## config.mk

```make
export PLATFORM = sky130hd
export DESIGN_NAME = fpu_exception_collector
export DESIGN_NICKNAME = d
export VERILOG_FILES = /design/src/rtl/fpu_exception_collector_pkg.sv /design/src/rtl/fpu_exception_collector.sv
export SDC_FILE = /design/constraint.sdc
export NUM_CORES = 1
export LEC_CHECK = 0
export BUFFER_PORTS_ARGS = -buffer_cell sky130_fd_sc_hd__buf_2
export CAP_MARGIN = 15
export CORE_ASPECT_RATIO = 0.7
export CORE_MARGIN = 2
export CORE_UTILIZATION = 40
export CTS_CLUSTER_SIZE = 16
export DETAILED_ROUTE_END_ITERATION = 8
export PLACE_DENSITY = 0.62
export SETUP_SLACK_MARGIN = 0.1
export SLEW_MARGIN = 20
export SYNTH_ARGS = -nofsm -noshare
export SYNTH_HDL_FRONTEND = slang
export SYNTH_SLANG_ARGS = --single-unit
```

## constraint.sdc

```tcl
create_clock -name clk -period 2.8 [get_ports clk]
set_clock_uncertainty 0.05 [all_clocks]
set_input_delay 0.14 -clock clk [delete_from_list [all_inputs] [get_ports clk]]
set_output_delay 0.14 -clock clk [all_outputs]
set_load 0.02 [all_outputs]
```

## src/rtl/fpu_exception_collector_pkg.sv

```systemverilog
// Shared definitions for the FPU exception path: flag bit positions,
// collector state encoding and the 8087 pre-operation priority filter.
package fpu_exception_collector_pkg;

    localparam int EXC_INV  = 0;
    localparam int EXC_DEN  = 1;
    localparam int EXC_ZDIV = 2;
    localparam int EXC_OVF  = 3;
    localparam int EXC_UNF  = 4;
    localparam int EXC_PREC = 5;

    typedef enum logic [1:0] {
        ST_IDLE  = 2'd0,
        ST_ACCUM = 2'd1,
        ST_POST  = 2'd2
    } state_t;

    typedef struct packed {
        logic [5:0] exc;
        logic       suppress;
    } filt_t;

    // An unmasked pre-operation exception (invalid, then zero-divide, then
    // denormal) pre-empts everything else and cancels the result store.
    // Masked flags are reported as-is and never cancel the store.
    function automatic filt_t exc_filter(input logic [5:0] acc, input logic [5:0] mask);
        logic [5:0] u;
        filt_t      f;
        u          = acc & ~mask;
        f.exc      = acc;
        f.suppress = 1'b0;
        if (u[EXC_INV]) begin
            f.exc           = '0;
            f.exc[EXC_INV]  = 1'b1;
            f.suppress      = 1'b1;
        end else if (u[EXC_ZDIV]) begin
            f.exc           = '0;
            f.exc[EXC_ZDIV] = 1'b1;
            f.suppress      = 1'b1;
        end else if (u[EXC_DEN]) begin
            f.exc           = '0;
            f.exc[EXC_DEN]  = 1'b1;
            f.suppress      = 1'b1;
        end
        return f;
    endfunction

endpackage

```

## src/rtl/fpu_exception_collector.sv

```systemverilog
// Collects exception flags over the life of one FPU instruction and posts a
// single filtered exception set with a one-cycle latch strobe. A watchdog
// turns a never-completing instruction into an invalid-operation post.
module fpu_exception_collector
    import fpu_exception_collector_pkg::*;
#(
    parameter int TIMEOUT_CYCLES = 1024
) (
    input  logic       clk,
    input  logic       reset,
    input  logic       op_start,
    input  logic       op_done,
    input  logic       op_abort,
    input  logic       flag_valid,
    input  logic [5:0] flag_vec,
    input  logic [5:0] mask_vec,
    output logic       exception_invalid,
    output logic       exception_denormal,
    output logic       exception_zero_div,
    output logic       exception_overflow,
    output logic       exception_underflow,
    output logic       exception_precision,
    output logic       exception_latch,
    output logic       suppress_writeback,
    output logic       timeout_pulse,
    output logic       busy,
    output logic       proto_error
);

    localparam int CNT_W = $clog2(TIMEOUT_CYCLES);

    state_t           r_state;
    logic [5:0]       r_acc;
    logic [CNT_W-1:0] r_cnt;
    logic [5:0]       r_exc;
    logic             r_latch;
    logic             r_suppress;
    logic             r_timeout;
    logic             r_busy;
    logic             r_proto;

    logic [5:0]       w_flags;
    logic [5:0]       w_acc_merged;
    logic             w_cnt_expired;
    filt_t            w_filt_single;
    filt_t            w_filt_done;
    filt_t            w_filt_tmo;

    // Flags arriving this cycle count toward the instruction, including the
    // cycle op_done is seen, so the filter always sees the merged set.
    assign w_flags       = flag_valid ? flag_vec : 6'h00;
    assign w_acc_merged  = r_acc | w_flags;
    assign w_cnt_expired = (r_cnt == CNT_W'(TIMEOUT_CYCLES - 1));
    assign w_filt_single = exc_filter(w_flags, mask_vec);
    assign w_filt_done   = exc_filter(w_acc_merged, mask_vec);
    assign w_filt_tmo    = exc_filter(w_acc_merged | 6'h01, mask_vec);

    // Collector FSM with all handler-facing outputs registered.
    always_ff @(posedge clk or posedge reset) begin
        if (reset) begin
            r_state    <= ST_IDLE;
            r_acc      <= '0;
            r_cnt      <= '0;
            r_exc      <= '0;
            r_latch    <= 1'b0;
            r_suppress <= 1'b0;
            r_timeout  <= 1'b0;
            r_busy     <= 1'b0;
            r_proto    <= 1'b0;
        end else begin
            r_exc      <= '0;
            r_latch    <= 1'b0;
            r_suppress <= 1'b0;
            r_timeout  <= 1'b0;
            case (r_state)
                ST_IDLE, ST_POST: begin
                    if (op_start) begin
                        r_cnt  <= '0;
                        r_busy <= 1'b1;
                        if (op_done && (r_state == ST_IDLE)) begin
                            r_state    <= ST_POST;
                            r_acc      <= '0;
                            r_exc      <= w_filt_single.exc;
                            r_suppress <= w_filt_single.suppress;
                            r_latch    <= 1'b1;
                        end else begin
                            r_state <= ST_ACCUM;
                            r_acc   <= w_flags;
                        end
                    end else begin
                        r_state <= ST_IDLE;
                        r_acc   <= '0;
                        r_busy  <= 1'b0;
                    end
                end
                ST_ACCUM: begin
                    if (op_start) begin
                        r_proto <= 1'b1;
                    end
                    if (op_abort) begin
                        r_state <= ST_IDLE;
                        r_acc   <= '0;
                        r_busy  <= 1'b0;
                    end else if (op_done) begin
                        r_state    <= ST_POST;
                        r_acc      <= '0;
                        r_exc      <= w_filt_done.exc;
                        r_suppress <= w_filt_done.suppress;
                        r_latch    <= 1'b1;
                    end else if (w_cnt_expired) begin
                        r_state    <= ST_POST;
                        r_acc      <= '0;
                        r_exc      <= w_filt_tmo.exc;
                        r_suppress <= w_filt_tmo.suppress;
                        r_latch    <= 1'b1;
                        r_timeout  <= 1'b1;
                    end else begin
                        r_acc <= w_acc_merged;
                        r_cnt <= r_cnt + CNT_W'(1);
                    end
                end
                default: begin
                    r_state <= ST_IDLE;
                    r_acc   <= '0;
                    r_busy  <= 1'b0;
                end
            endcase
        end
    end

    assign exception_invalid   = r_exc[EXC_INV];
    assign exception_denormal  = r_exc[EXC_DEN];
    assign exception_zero_div  = r_exc[EXC_ZDIV];
    assign exception_overflow  = r_exc[EXC_OVF];
    assign exception_underflow = r_exc[EXC_UNF];
    assign exception_precision = r_exc[EXC_PREC];
    assign exception_latch     = r_latch;
    assign suppress_writeback  = r_suppress;
    assign timeout_pulse       = r_timeout;
    assign busy                = r_busy;
    assign proto_error         = r_proto;

endmodule

```

==> reports/summary.txt, run 1 <==
Status -> finished clean
Share of post-route cells with drive strength above 1 -> 0.211
Post-Syn Area -> 0.00147 mm2
H-tree levels -> 2
Placeable core area -> 0.00354 mm2
Die Y -> 54.8 um
Ys flop type -> dfrtp_1
Syn Inst Count -> 155
Hold Path Class -> primary input to flip-flop
Final core utilization -> 0.507
Final worst slack -> 0.693 ns
Die area -> 0.00419 mm2
Fmax -> 0.475 GHz
Slew HR -> 0.601
Post-synth EDFFs -> 0
Postcts setup bufs -> 0
Hpwl dp -> 2480 um
Cell variety after synth -> 44
Setup TNS -> 0 ns
Synth Warn # -> 0
WP data arrival -> 2.20 ns
Antenna diode count -> 0
RSZ-0062 raised after global routing -> false
Clock sinks -> 29
RD Place Congestion -> 0.797
Largest net degree at the start of global routing -> 30
DRT Pass-1 Iters -> 5
Max-cap violations -> 0
All-layer global routing usage -> 0.181
Die X -> 76.5 um
Crit path capture type -> flip-flop
IO Pins -> 29
Clk slew on worst S/H paths -> 0.06 ns
CTS Hold Buffers Added -> 0
Via density -> 5.54
Post-Route WL -> 3360 um
Critical path required time -> 2.90 ns
Tcrit/Tclk final -> 0.753
Row cnt -> 18
Placed Area -> 0.00165 mm2
Worst-Margin Slew -> 0.598 ns
Register cell area after layout -> 726 um2
Area grow syn2layout -> 21.7%
Skew-Pair Late Insertion Delay -> 0.29 ns
Grt met2 use -> 0.270
Yosys reg bits -> 29
ANT nets after route -> 0
Number of global-route vias before repair -> 1163
GRT met1 Usage -> 0.240
Met3 Usage GRT -> 0.0545
TritonCTS buffer count -> 5
Syn avg cell area -> 9.50 um2
Hold depth -> 2
Final setup vio count -> 0
Global-route wire length before repair -> 5550 um
Initial antenna violation count -> 0
CTS tree -> done
Placement Setup Slack -> 0.724 ns
Avg WL per Cell -> 14.3 um
Initial DRC Count -> 82
PortBufs -> 25
Placed cells -> 226
Multi-input logic area -> 712 um2
Initial core utilization -> 0.416
Worst setup SP type -> flip-flop
LEAKAGE -> 0.826 nW
Max Slew Vio Count -> 0
Post-cts resize count -> 0
Overflow after GRT -> 0
Vias -> 1303
Synth Net Count -> 174
Kind of critical path -> flip-flop to flip-flop
Fill cell count -> 322
Global routing's busiest layer -> met2
Tmin final -> 2.11 ns
Nets@finish -> 203
Async S/R FF share, synth -> 1.00
Hold Fails Final Rpt -> 0
Clock Path Buffers -> 2
PD cells -> 614 mW/mm2
# DRC -> 0
Finished Layout Cells -> 235
Worst reg2reg path depth -> 6
Fin area -> 0.00179 mm2
Max IR drop VDD -> 0.316 mV
Sequential element share of the synthesized area -> 0.493
Root buf cell -> clkbuf_8
Crit Path Max Fanout -> 14
sequential cells by signal, summed over array words and instances (netlist names):
signal / flops
timeout_pulse: 1
exception_latch: 1
suppress_writeback: 1
r_cnt: 10
r_acc: 6
proto_error: 1
r_state: 2
r_exc: 6
busy: 1
power breakdown:
group          switching (mW)  total [mW]  internal, mW
Combinational          0.0826       0.130        0.0471
Clock                   0.167       0.520         0.353
Sequential             0.0137       0.451         0.437
Total                   0.263        1.10         0.837
final timing paths:
check                            startpoint     endpoint  slack, ns
min in group asynchronous             reset     r_exc[1]       0.41
worst max-delay path               r_cnt[0]     r_acc[5]       0.69
max in group asynchronous             reset     r_cnt[9]       1.89
worst max register to register     r_cnt[0]     r_acc[5]       0.69
worst min-delay path            mask_vec[0]     r_exc[0]       0.07
worst min register to register  proto_error  proto_error       0.40
cells in the final DEF (no fill, tap or decap), types with 2 or more instances in the layout:
master,synthesis,final
nand4_1,4,4
o31ai_1,4,4
nand2_1,25,25
clkbuf_8,0,5
bufinv_16,0,2
a21oi_1,11,11
nor2_1,8,8
a31o_2,2,2
o32ai_1,3,3
o22ai_1,4,4
nor2b_1,5,5
nand3_1,6,6
inv_1,4,3
and4_1,2,2
a31oi_1,2,2
a21o_1,2,2
o21ai_0,10,10
buf_2,1,25
nand2b_1,3,3
a32o_1,2,2
dfrtp_1,29,29
area by class of cell:
class,count,share of cell area
inverter,4,0.00838
tap,50,0.0349
multi-input combinational,117,0.397
sequential,29,0.405
clock inverter,3,0.0363
clock buffer,5,0.0384
timing repair buffer,27,0.0796
layer usage:
metal | share of wire | wire length (um)
met2 | 0.44 | 1490
met3 | 0.057 | 191
met4 | 0.016 | 53
met5 | 0 | 0
met1 | 0.48 | 1620
synth_stat cells, types with 2 or more instances:
| master | number | area, um2 |
|---|---|---|
| nor2b_1 | 5 | 31.3 |
| a31oi_1 | 2 | 12.5 |
| nand2b_1 | 3 | 18.8 |
| a31o_2 | 2 | 17.5 |
| inv_1 | 4 | 15.0 |
| dfrtp_1 | 29 | 726 |
| a21o_1 | 2 | 15.0 |
| nand2_1 | 25 | 93.8 |
| nor2_1 | 8 | 30.0 |
| clkbuf_1 | 4 | 15.0 |
| nand4_1 | 4 | 25.0 |
| nand3_1 | 6 | 30.0 |
| o32ai_1 | 3 | 26.3 |
| a21oi_1 | 11 | 55.1 |
| o31ai_1 | 4 | 30.0 |
| and4_1 | 2 | 17.5 |
| o22ai_1 | 4 | 25.0 |
| a32o_1 | 2 | 20.0 |
| o21ai_0 | 10 | 50.1 |
worst max-delay path, stage by stage (launching register included):
cell and delay [ns]:
dfrtp_1 0.43, ha_1 0.23, and4_1 0.36, a31oi_1 0.13, buf_4 0.20, a21oi_1 0.39
o21ai_0 0.18
logic make-up after synthesis:
kind of cell               count (synthesis)  synth area share
adders and majority gates                  1           0.00849
and+or+nand+nor                           65             0.233
buffers and inverters                      9            0.0238
xor gates and xnor gates                   1           0.00595
AOI/OAI and AO/OA                         49             0.229
muxes                                      1           0.00680
DFF                                       29             0.493
stage by stage:
| stage | hold WS [ns] | total power, mW |
|---|---|---|
| global placement | 0.370 | 0.583 |
| detailed placement | 0.379 | 0.586 |
| global route | 0.0960 | 1.15 |
| finish | 0.0734 | 1.10 |
| CTS | 0.0784 | 1.11 |
| floorplan | 0.168 | 0.540 |
No activity file was read; power rests on OpenSTA's default activity.
==> run 2: changes to the inputs <==
--- a/config.mk
+++ b/config.mk
@@ -12,7 +12,7 @@
 export CORE_UTILIZATION = 40
 export CTS_CLUSTER_SIZE = 16
 export DETAILED_ROUTE_END_ITERATION = 8
-export PLACE_DENSITY = 0.62
+export PLACE_DENSITY = 0.64
 export SETUP_SLACK_MARGIN = 0.1
 export SLEW_MARGIN = 20
 export SYNTH_ARGS = -nofsm -noshare
==> constraint.sdc (replaced) <==
create_clock -name clk -period 1.7 [get_ports clk]
set_clock_uncertainty 0.05 [all_clocks]
set_input_delay 0.085 -clock clk [delete_from_list [all_inputs] [get_ports clk]]
set_output_delay 0.085 -clock clk [all_outputs]
set_load 0.02 [all_outputs]
==> reports/summary.txt, run 2 (synthesis results as in run 1) <==
Clock Path Buffers -> 2 (unchanged)
Tmin final -> 1.87 ns (-0.236 ns)
Placed Area -> 0.00185 mm2 (+12%)
Top flop regs -> r_cnt (10), r_acc (6), r_exc (6)
Initial core utilization -> 0.416 (unchanged)
Hold Fails Final Rpt -> 0 (unchanged)
Max-cap violations -> 0 (unchanged)
Global-route wire length before repair -> 6370 um (+15%)
Row cnt -> 18 (unchanged)
Final setup vio count -> 20 (+20)
Worst path slowest cell -> or4b_4
Area grow syn2layout -> 44.9%
Max FFs per register -> 10 (unchanged)
Overflow after GRT -> 0 (unchanged)
Failing checks -> setup timing
Clock sinks -> 29 (unchanged)
Most common cell after layout, fill and taps aside -> dfrtp_1
Crit path capture type -> flip-flop
Die Y -> 54.8 um (unchanged)
Share of post-route cells with drive strength above 1 -> 0.417 (+0.206)
Nets@finish -> 234 (+15%)
All-layer global routing usage -> 0.200 (+0.0195)
CP peak stage delay -> 0.49 ns (+0.06 ns)
RSZ-0062 raised after global routing -> true
WP data arrival -> 2.02 ns (-0.18 ns)
Placement Setup Slack -> -0.157 ns (-0.881 ns)
IO Pins -> 29 (unchanged)
Kind of critical path -> flip-flop to flip-flop
Avg WL per Cell -> 14.9 um (+4.3%)
Slew HR -> 0.645 (+0.0444)
LEAKAGE -> 1.00 nW (+21%)
Critical path required time -> 1.85 ns (-1.05 ns)
Most frequent cells in the layout -> 29 x dfrtp_1, 27 x buf_4, 25 x buf_2
RD Place Congestion -> 0.848 (+6.3%)
# DRC -> 0 (unchanged)
PortBufs -> 25 (unchanged)
Most repeated library cell on the critical path -> or4b_4
Worst setup SP type -> flip-flop
Hpwl dp -> 2830 um (+14%)
Tcrit/Tclk final -> 1.10 (+0.348)
Die area -> 0.00419 mm2 (unchanged)
DRT Pass-1 Iters -> 4 (-1)
Hold Path Class -> primary input to flip-flop
Skew-Pair Late Insertion Delay -> 0.27 ns (-0.02 ns)
Crit Path Max Fanout -> 4 (-10)
Max IR drop VDD -> 0.519 mV (+64%)
Initial antenna violation count -> 0 (unchanged)
Max Slew Vio Count -> 0 (unchanged)
Vias -> 1483 (+14%)
Post-Route WL -> 3960 um (+18%)
Worst-Margin Slew -> 0.532 ns (-0.0657 ns)
Initial DRC Count -> 146 (+78%)
Placed cells -> 252 (+12%)
Hold slack -> 0.0389 ns (-0.0345 ns)
Largest net degree at the start of global routing -> 30 (unchanged)
Register cell area after layout -> 726 um2 (unchanged)
PD cells -> 778 mW/mm2 (+27%)
CTS tree -> done
Via density -> 5.58 (+0.55%)
Fin area -> 0.00213 mm2 (+19%)
Die X -> 76.5 um (unchanged)
ANT nets after route -> 0 (unchanged)
Critical-path cell list -> or4b_4 -> a31o_4 -> or4b_4 -> a21oi_2
Multi-input logic area -> 826 um2 (+16%)
Placeable core area -> 0.00354 mm2 (unchanged)
TritonCTS buffer count -> 5 (unchanged)
Root buf cell -> clkbuf_8
Number of global-route vias before repair -> 1327 (+14%)
Clk slew on worst S/H paths -> 0.06 ns (about the same)
Power, Total -> 1.66 mW (+51%)
Fmax -> 0.534 GHz (+13%)
Antenna diode count -> 0 (unchanged)
Final worst slack -> -0.171 ns (-0.864 ns)
Status -> complete, but fails checks
Fill cell count -> 297 (-7.8%)
Register bank with the most flops -> r_cnt
H-tree levels -> 2 (unchanged)
Finished Layout Cells -> 266 (+13%)
run 2: changes by cell type in the layout (fill, tap and decap cells not counted), sizes merged:
cell    before  now
buf         26   57
clkbuf       5    7
bufinv       2    0
run 2: path summary, 6_finish.rpt:
path | from | end | slack (ns) | depth (start not counted)
worst min register to register | proto_error | proto_error | 0.40 | 1
max in group asynchronous | reset | r_cnt[4] | 0.96 | 4
worst min-delay path | mask_vec[0] | r_exc[0] | 0.04 | 2
worst max register to register | r_state[1] | r_cnt[7] | -0.17 | 4
worst max-delay path | r_state[1] | r_cnt[7] | -0.17 | 4
min in group asynchronous | reset | r_exc[0] | 0.36 | 4
run 2: stage by stage:
step | setup TNS (ns) | util
final | -1.58 | 0.603
after global routing | -2.99 | 0.603
after CTS | -1.64 | 0.580
after detailed placement | -0.450 | 0.524
after global placement | -0.174 | 0.524
after floorplan | -0.501 | -
run 2: repair_timing:
item,4_1_cts,5_1_grt
setup buffers,5,0
gates resized for setup,16,18
hold buffers,1,0
pin swaps,6,6
hold endpoints to repair,29,0
endpoints found under the setup margin,21,26
run 2: per-layer routing:
layer,GRT usage,vias to the layer above,wire [um]
li1,-,700,-
met2,0.322,51,1830
met1,0.285,729,1870
met3,0.0479,3,252
met5,0,-,0
met4,0.0273,0,9
run 2: layout make-up:
class / instances / share of cell area
Sequential cell: 29 / 0.340
Timing Repair Buffer: 58 / 0.189
Clock buffer: 7 / 0.0452
Inverter: 4 / 0.00704
Tap cell: 50 / 0.0293
Clock inverter: 1 / 0.00235
Multi-Input combinational cell: 117 / 0.387
run 2: power by group:
group          total (mW)  internal, mW  switching, mW
Combinational       0.308         0.132          0.176
Sequential          0.733         0.720         0.0129
Clock               0.619         0.365          0.254
Total                1.66          1.22          0.443
run 2: worst max-delay path, delay by kind of cell, from the launching register on:
| family | cells | cell delay, ns |
|---|---|---|
| AO/OA/AOI/OAI | 2 | 0.37 |
| flip-flops | 1 | 0.39 |
| AND/OR/NAND/NOR | 2 | 0.98 |
==> run 3: changes to the inputs <==
--- a/config.mk
+++ b/config.mk
@@ -13,7 +13,6 @@
 export CTS_CLUSTER_SIZE = 16
 export DETAILED_ROUTE_END_ITERATION = 8
 export PLACE_DENSITY = 0.64
-export SETUP_SLACK_MARGIN = 0.1
 export SLEW_MARGIN = 20
 export SYNTH_ARGS = -nofsm -noshare
 export SYNTH_HDL_FRONTEND = slang
==> reports/summary.txt, run 3 (synthesis results as in run 1) <==
Sw frac -> 0.287 (+0.0205)
Max-cap violations -> 0 (unchanged)
Final setup vio count -> 13 (-35%)
Max Slew Vio Count -> 0 (unchanged)
Status -> complete, but fails checks
Clock Path Buffers -> 2 (unchanged)
RD Place Congestion -> 0.852 (+0.58%)
Share of post-route cells with drive strength above 1 -> 0.395 (-0.0213)
Via density -> 5.48 (-1.7%)
Most frequent cells in the layout -> 29 x dfrtp_1, 29 x buf_4, 25 x buf_2
IO Pins -> 29 (unchanged)
Vias -> 1453 (-2.0%)
PD cells -> 761 mW/mm2 (-2.2%)
Overflow after GRT -> 0 (unchanged)
Critical path required time -> 1.86 ns (about the same)
Worst-Margin Slew -> 0.672 ns (+0.140 ns)
Top flop regs -> r_cnt (10), r_acc (6), r_exc (6)
Worst setup SP type -> flip-flop
Register cell area after layout -> 726 um2 (unchanged)
All-layer global routing usage -> 0.194 (-0.00564)
Clk slew on worst S/H paths -> 0.07 ns (about the same)
Setup TNS -> -0.951 ns (+0.627 ns)
Nets@finish -> 233 (-0.43%)
Hpwl dp -> 2780 um (-1.7%)
Number of global-route vias before repair -> 1275 (-3.9%)
Initial core utilization -> 0.416 (unchanged)
Placement Setup Slack -> -0.155 ns (+0.00252 ns)
ANT nets after route -> 0 (unchanged)
Antenna diode count -> 0 (unchanged)
Crit path capture type -> flip-flop
Clock power share -> 0.345 (-0.028)
LEAKAGE -> 0.976 nW (-2.7%)
TritonCTS buffer count -> 5 (unchanged)
Comb power frac -> 0.195 (+0.009)
Post-Route WL -> 4010 um (+1.3%)
Skew-Pair Late Insertion Delay -> 0.28 ns (about the same)
Global-route wire length before repair -> 6130 um (-3.8%)
Kind of critical path -> flip-flop to flip-flop
CTS tree -> done
Tmin final -> 1.85 ns (-0.0162 ns)
Area grow syn2layout -> 42.1%
Flop pwr share -> 0.460 (+0.018)
Power, Total -> 1.59 mW (-4.1%)
Die area -> 0.00419 mm2 (unchanged)
Max FFs per register -> 10 (unchanged)
Avg WL per Cell -> 15.1 um (+1.7%)
PortBufs -> 25 (unchanged)
H-tree levels -> 2 (unchanged)
Clock sinks -> 29 (unchanged)
Initial antenna violation count -> 0 (unchanged)
Switching power -> 0.457 mW (+3.3%)
Final core utilization -> 0.592 (-0.0117)
WP data arrival -> 2.01 ns (about the same)
Tcrit/Tclk final -> 1.09 (-0.00950)
Fmax -> 0.539 GHz (+0.87%)
Grt met2 use -> 0.295 (-0.0265)
Largest net degree at the start of global routing -> 30 (unchanged)
Root buf cell -> clkbuf_8
Final worst slack -> -0.155 ns (+0.0162 ns)
Met3 Usage GRT -> 0.0479 (unchanged)
Crit Path Max Fanout -> 4 (unchanged)
Internal cell power -> 1.13 mW (-6.7%)
Placeable core area -> 0.00354 mm2 (unchanged)
Slew HR -> 0.552 (-0.0935)
Failing checks -> setup timing
Finished Layout Cells -> 265 (-0.38%)
# DRC -> 0 (unchanged)
Hold Path Class -> primary input to flip-flop
Die X -> 76.5 um (unchanged)
RSZ-0062 raised after global routing -> true
Hold Fails Final Rpt -> 0 (unchanged)
Die Y -> 54.8 um (unchanged)
DRT Pass-1 Iters -> 4 (unchanged)
Global routing's busiest layer -> met2
Multi-input logic area -> 827 um2 (+0.15%)
Row cnt -> 18 (unchanged)
Initial DRC Count -> 117 (-20%)
GRT met1 Usage -> 0.281 (-0.00473)
Register bank with the most flops -> r_cnt
Placed cells -> 253 (+0.40%)
Fill cell count -> 308 (+3.7%)
Max IR drop VDD -> 0.530 mV (+2.0%)
==> run 3: changes by cell type in the layout (fill, tap and decap cells not counted), moves of 2 or more <==
cell / change
buf_6: -2
o31ai_4: -2
o31ai_2: +2
o21ai_0: +8
clkbuf_8: -2
o21ai_2: -7
buf_4: +2
==> run 3: what timing repair did <==
action                     in CTS  in global routing
hold buffers                    1                  0
pin swaps                       3                  2
resized for setup               8                 14
setup endpoints to repair      19                 18
hold endpoints to repair       29                  0
buffers inserted                1                  2
==> run 3: worst max-delay path: stages (launching register included) <==
cell     delay (ns)
dfrtp_1        0.38
or4b_4         0.50
a31o_4         0.24
or4b_4         0.48
a21oi_2        0.13
==> run 3: power by group through the flow <==
stage | Sequential, mW | Combinational, mW | Clock, mW
2_1_floorplan | 0.767 | 0.123 | 0
3_3_place_gp | 0.743 | 0.262 | 0
3_5_place_dp | 0.745 | 0.270 | 0
4_1_cts | 0.732 | 0.281 | 0.566
5_1_grt | 0.735 | 0.337 | 0.592
6_report | 0.732 | 0.310 | 0.549
==> run 3: path summary, 6_finish.rpt <==
path | from | to | slack (ns) | cells after the start
max | r_state[1] | r_cnt[7] | -0.15 | 4
max reg2reg | r_state[1] | r_cnt[7] | -0.15 | 4
min reg2reg | proto_error | proto_error | 0.41 | 1
min | flag_vec[3] | r_exc[3] | 0.04 | 3
min in group asynchronous | reset | r_cnt[6] | 0.37 | 4
max in group asynchronous | reset | timeout_pulse | 0.97 | 4
==> run 3: layer usage <==
layer,wire length [um],up-vias
li1,-,702
met2,1790,59
met5,0,-
met3,294,11
met1,1870,681
met4,55,0
==> run 3: cell type report <==
class | instances | area share
Sequential cell | 29 | 0.347
Tap cell | 50 | 0.0299
Clock inverter | 3 | 0.00837
Timing Repair Buffer | 57 | 0.179
Clock buffer | 5 | 0.0329
Inverter | 4 | 0.00718
Multi-Input combinational cell | 117 | 0.395
==> run 3: per-stage QoR <==
step	hold slack, ns	cell area [um2]
finish	0.0384	2090
detailed placement	0.125	1850
floorplan	0.113	1480
global route	0.0596	2090
CTS	0.0244	2000
global placement	0.118	1850
